`src/rtl/fifo_pkg.sv`:
```
// Shared definitions for the FIFO read-side streaming block: default data
// width, delivery counter width and the skid-buffer occupancy states.
package fifo_pkg;

    localparam int unsigned DATA_W_DEF = 8;
    localparam int unsigned CNT_W      = 16;
    localparam int unsigned OCC_W      = 2;

    typedef enum logic [1:0] {
        S_EMPTY = 2'd0,
        S_ONE   = 2'd1,
        S_TWO   = 2'd2
    } skid_state_e;

    // Number of buffered entries represented by a skid state.
    function automatic logic [OCC_W-1:0] occ_of(input skid_state_e s);
        logic [OCC_W-1:0] n;
        case (s)
            S_ONE:   n = OCC_W'(1);
            S_TWO:   n = OCC_W'(2);
            default: n = OCC_W'(0);
        endcase
        return n;
    endfunction

endpackage

```
`src/rtl/fifo_rd_if.sv`:
```
// Read side of the team's synchronous FIFO.
// Ports: clk, rst (shared with the FIFO).
// reader modport: clk, rst, fifo_empty, fifo_data_out in; fifo_r_en out.
interface fifo_rd_if #(
    parameter int unsigned DATA_W = fifo_pkg::DATA_W_DEF
) (
    input logic clk,
    input logic rst
);

    logic              fifo_empty;
    logic              fifo_r_en;
    logic [DATA_W-1:0] fifo_data_out;

    modport reader (
        input  clk,
        input  rst,
        input  fifo_empty,
        input  fifo_data_out,
        output fifo_r_en
    );

endinterface

```
`src/rtl/fifo_skid_buf.sv`:
```
// Two-entry in-order skid buffer with occupancy FSM.
// Ports: clk, rst (sync, active-high); push/din load a new entry at the tail;
// pop retires the head; data/valid present the head (registered);
// occ_c reports the current occupancy decoded from the state.
module fifo_skid_buf
    import fifo_pkg::*;
#(
    parameter int unsigned DATA_W = DATA_W_DEF
) (
    input  logic              clk,
    input  logic              rst,
    input  logic              push,
    input  logic [DATA_W-1:0] din,
    input  logic              pop,
    output logic [DATA_W-1:0] data,
    output logic              valid,
    output logic [OCC_W-1:0]  occ_c
);

    skid_state_e       state, state_nxt;
    logic [DATA_W-1:0] tail;
    logic [DATA_W-1:0] head_nxt, tail_nxt;

    assign occ_c = occ_of(state);

    // Next state and storage moves; a push behind a pop lands after the
    // surviving entry so delivery order is preserved.
    always_comb begin
        state_nxt = state;
        head_nxt  = data;
        tail_nxt  = tail;
        case (state)
            S_EMPTY: begin
                if (push) begin
                    head_nxt  = din;
                    state_nxt = S_ONE;
                end
            end
            S_ONE: begin
                if (push && pop) begin
                    head_nxt = din;
                end else if (push) begin
                    tail_nxt  = din;
                    state_nxt = S_TWO;
                end else if (pop) begin
                    state_nxt = S_EMPTY;
                end
            end
            S_TWO: begin
                if (pop) begin
                    head_nxt = tail;
                    if (push) begin
                        tail_nxt = din;
                    end else begin
                        state_nxt = S_ONE;
                    end
                end
            end
            default: begin
                state_nxt = S_EMPTY;
            end
        endcase
    end

    // State and storage registers; valid tracks the next state so it is a flop.
    always_ff @(posedge clk) begin
        if (rst) begin
            state <= S_EMPTY;
            data  <= '0;
            tail  <= '0;
            valid <= 1'b0;
        end else begin
            state <= state_nxt;
            data  <= head_nxt;
            tail  <= tail_nxt;
            valid <= (state_nxt != S_EMPTY);
        end
    end

endmodule

```
`src/rtl/fifo_rd_stream.sv`:
```
// Converts the read side of a 1-cycle-latency sync FIFO into a valid/ready
// stream at up to one byte per cycle, without a combinational path from FIFO
// data to the stream.
// Ports: clk, rst (sync, active-high); en gates new FIFO reads only;
// fifo_empty/fifo_r_en/fifo_data_out to the FIFO; m_data/m_valid/m_ready to
// the consumer; pop_count counts delivered bytes (wrapping).
module fifo_rd_stream
    import fifo_pkg::*;
#(
    parameter int unsigned DATA_W = DATA_W_DEF
) (
    input  logic              clk,
    input  logic              rst,
    input  logic              en,
    input  logic              fifo_empty,
    output logic              fifo_r_en,
    input  logic [DATA_W-1:0] fifo_data_out,
    output logic [DATA_W-1:0] m_data,
    output logic              m_valid,
    input  logic              m_ready,
    output logic [CNT_W-1:0]  pop_count
);

    fifo_rd_if #(.DATA_W(DATA_W)) rd_if (.clk(clk), .rst(rst));

    assign rd_if.fifo_empty    = fifo_empty;
    assign rd_if.fifo_data_out = fifo_data_out;
    assign fifo_r_en           = rd_if.fifo_r_en;

    logic             infl;
    logic             pop;
    logic [OCC_W-1:0] occ;
    logic [2:0]       load;

    assign pop = m_valid && m_ready;

    // Issue a read only if the entry it returns is guaranteed a slot:
    // occ + infl - pop <= 1, rearranged to stay unsigned.
    always_comb begin
        load            = 3'(occ) + 3'(infl);
        rd_if.fifo_r_en = 1'b0;
        if (!rd_if.rst && en && !rd_if.fifo_empty && (load <= 3'(1) + 3'(pop))) begin
            rd_if.fifo_r_en = 1'b1;
        end
    end

    // In-flight flag and delivery counter; clearing infl on reset drops the
    // byte returning from a read issued just before reset.
    always_ff @(posedge rd_if.clk) begin
        if (rd_if.rst) begin
            infl      <= 1'b0;
            pop_count <= '0;
        end else begin
            infl <= rd_if.fifo_r_en;
            if (pop) begin
                pop_count <= pop_count + CNT_W'(1);
            end
        end
    end

    fifo_skid_buf #(.DATA_W(DATA_W)) u_skid (
        .clk   (clk),
        .rst   (rst),
        .push  (infl),
        .din   (rd_if.fifo_data_out),
        .pop   (pop),
        .data  (m_data),
        .valid (m_valid),
        .occ_c (occ)
    );

endmodule

```
`config.mk`:
```
export PLATFORM = sky130hd
export DESIGN_NAME = fifo_rd_stream
export DESIGN_NICKNAME = d
export VERILOG_FILES = /design/src/rtl/fifo_pkg.sv /design/src/rtl/fifo_rd_if.sv /design/src/rtl/fifo_skid_buf.sv /design/src/rtl/fifo_rd_stream.sv
export SDC_FILE = /design/constraint.sdc
export NUM_CORES = 1
export LEC_CHECK = 0
export ABC_CLOCK_PERIOD_IN_PS = 4400
export CORE_MARGIN = 2
export CORE_UTILIZATION = 53
export CTS_BUF_LIST = sky130_fd_sc_hd__clkbuf_4 sky130_fd_sc_hd__clkbuf_8
export CTS_CLUSTER_DIAMETER = 200
export CTS_CLUSTER_SIZE = 20
export DETAILED_ROUTE_END_ITERATION = 6
export PLACE_DENSITY = 0.84
export SLEW_MARGIN = 0
export SYNTH_ARGS = -nofsm -noshare
export SYNTH_HDL_FRONTEND = slang
export SYNTH_SLANG_ARGS = --single-unit
```
`constraint.sdc`:
```
create_clock -name clk -period 4.4 [get_ports clk]
set_input_delay 0.88 -clock clk [delete_from_list [all_inputs] [get_ports clk]]
set_output_delay 0.88 -clock clk [all_outputs]
set_load 0.01 [all_outputs]
```
==> impl_metrics.tcl <==
set metrics [dict create \
    overflow 0 \
    fin_tns_setup_ns 0 \
    grt_max_degree 37 \
    routabilityCongestion 0.787 \
    regToRegSetupSlack_ns 2.27 \
    syn_to_final_growth_pct 29.0 \
    synth.yosys.seq_area_share_pct 44.0 \
    cp.required_ns 3.52 \
    worst_pin_slew_ns 0.964 \
    dieArea_mm2 0.00355 \
    period_minus_slack_ns 4.03 \
    criticalPathCategory "input port to output pin" \
    final_area_mm2 0.00211 \
    peakVddDrop_v 0.000197 \
    vias 1495 \
    synth-warning-count 0 \
    start_util_pct 54.5 \
    cts_tree "done" \
    cts-root-buf "clkbuf_4" \
    hold_buffers 0 \
    cts-resized-gates 0 \
    timing_hold_violations_final 0 \
    setup_slack_ns 0.374 \
    netlist_area_mm2 0.00164 \
    dpl-instance-area_mm2 0.00205 \
    clk_latency_ns 0.34 \
    cts_max_level 2 \
    cts_inserted_buffers 5 \
    critPathCaptureType "output pin" \
    dr.pass1.iters 4 \
    final_cells 265 \
    internal_power_uw 460 \
    holdWs_ns 0.480 \
    combPwrFrac_pct 11.8 \
    cp_max_fo 8 \
    routedWlPerCell_um 12.7 \
    dp_hpwl_um 2350 \
    r2r-end "infl" \
    min_to "u_skid.data[4]" \
    synth.ff_latch_count 36 \
    synth.avg_cell_area_um2 8.49 \
    rsz0062_at_grt "false" \
    row_count 20 \
    period_share_pct 91.5 \
    drive_gt1_share_pct 6.90 \
    mostFrequentLayoutCells "38 x clkdlybuf4s50_1, 36 x dfxtp_1, 25 x nor2_1" \
    status "completed" \
    cp.arrival_ns 3.15 \
    core_mm2 0.00300 \
    drt_iter0_drc 26 \
    drt-vias-per-instance 5.64 \
    post-place-ws_ns 0.381 \
    grt_usage_pct 21.5 \
    skew_ns 0.00508 \
    clock_power_share_pct 32.6 \
    min_from "u_skid.tail[4]" \
    cts_sinks 36 \
    synthCells 193 \
    synthesis.nets 211 \
    post_cts_buffers 0 \
    clockBufferDepth 2 \
    final_common_cell "clkdlybuf4s50_1" \
    diodes 0 \
    r2r-start "u_skid.state[0]" \
    fill_cells 255 \
    maxSlewViolCount 0 \
    reg2regPathDepth 6 \
    drc 0 \
    clk_pin_slew_ns 0.10 \
    hold_path_depth 2 \
    fin_nets 250 \
    antenna_found_initial 0 \
    first_global_vias 1308 \
    die_w_um 59.6 \
    min_path_type "register to register" \
    power.switching_uw 148 \
    power_frac_seq_pct 55.6 \
    ant_nets 0 \
    grt_pass1_wl_um 5710 \
    num_io_pins 39 \
    maxCapViolations 0 \
    power_density_mw_per_mm2 288 \
    max_freq_ghz 0.248 \
    setup_viol 0 \
    swShare_pct 24.4 \
    finalWirelength_um 3360 \
    placed_cells 258 \
    p_leak_uw 0.000717 \
    start_kind "input port" \
    io_buffers 38 \
    ys_types 34 \
    die_y_um 59.6 \
    relSlewSlack_pct 35.7 \
]
-- final cells by class --
cell class / instances / area [µm²] / area share, %
clock buffer: 7 / 65.1 / 3.08
inverter: 10 / 37.5 / 1.78
multi-input combinational: 138 / 845 / 40.0
sequential: 36 / 721 / 34.1
tap: 33 / 41.3 / 1.95
timing repair buffer: 41 / 403 / 19.1
-- synthesized netlist by cell type --
cell type | n | area (µm²)
a21oi_1 | 13 | 65.1
nand4_1 | 4 | 25.0
mux2i_1 | 2 | 20.0
inv_1 | 9 | 33.8
nand4_2 | 1 | 12.5
buf_2 | 1 | 5.00
nor2_1 | 25 | 93.8
ha_1 | 4 | 50.1
o21bai_1 | 1 | 7.51
a21boi_0 | 1 | 7.51
xnor2_1 | 11 | 96.3
nand3_1 | 12 | 60.1
inv_2 | 1 | 3.75
nand2_1 | 21 | 78.8
buf_1 | 1 | 3.75
xor2_1 | 3 | 26.3
fa_1 | 1 | 20.0
or2_2 | 1 | 6.26
o32a_1 | 1 | 10.0
nor4_1 | 4 | 25.0
nand2b_1 | 2 | 12.5
dfxtp_1 | 36 | 721
o31a_1 | 1 | 8.76
a311oi_1 | 8 | 70.1
o32ai_2 | 1 | 16.3
nor3_1 | 4 | 20.0
or3_4 | 1 | 11.3
o21ai_0 | 10 | 50.1
a22oi_1 | 1 | 7.51
or3_2 | 1 | 7.51
clkbuf_1 | 7 | 26.3
or4b_1 | 1 | 10.0
nor4b_1 | 2 | 17.5
o41ai_1 | 1 | 8.76
-- power by group through the flow --
| stage | combinational [µW] | sequential [µW] | clock [µW] |
|---|---|---|---|
| after CTS | 72.3 | 338 | 198 |
| final | 71.7 | 338 | 198 |
| after detailed placement | 71.8 | 346 | 0 |
| after global placement | 70.8 | 346 | 0 |
| after floorplan | 35.2 | 349 | 0 |
| after global routing | 79.0 | 340 | 219 |
-- worst max path at each step --
stage                  from        end
finish              m_ready  fifo_r_en
global placement    m_ready  fifo_r_en
global route        m_ready  fifo_r_en
floorplan           m_ready  fifo_r_en
CTS                 m_ready  fifo_r_en
detailed placement  m_ready  fifo_r_en
-- registers in the layout (all words and copies together) (netlist names) --
signal	flops
infl	1
pop_count	16
u_skid.data	8
u_skid.state	2
u_skid.tail	8
u_skid.valid	1
-- per-layer routing --
layer  GRT usage, %  vias to the layer above  share of wire (%)
met5              0                        -                  0
met3           4.59                        8                3.2
met4           10.5                        0                2.3
li1               -                      754                  -
met1           28.6                      704                 47
met2           33.3                       29                 48
-- critical path, stage by stage --
cell and delay [ns]:
clkdlybuf4s50_1 0.46, nand2_1 0.12, inv_2 0.10, fa_1 0.57, o31a_1 0.14, a21oi_1 0.05
nor4b_1 0.23, clkdlybuf4s50_1 0.59
-- per-stage QoR --
step	utilization, %	total power, µW
floorplan	-	384
global placement	68.2	417
detailed placement	68.2	418
CTS	70.3	609
global route	70.3	638
finish	70.3	608
-- cell families after synthesis --
| logic type | count (synthesis) | synth area share, % |
|---|---|---|
| buffers and inverters | 19 | 4.43 |
| AND/OR/NAND/NOR | 79 | 23.2 |
| XOR/XNOR | 14 | 7.49 |
| AO/OA/AOI/OAI | 38 | 15.4 |
| flip-flops | 36 | 44.0 |
| multiplexers | 2 | 1.22 |
| adder cells (fa/ha/maj) | 5 | 4.28 |
(Power assumes the default switching activity.)
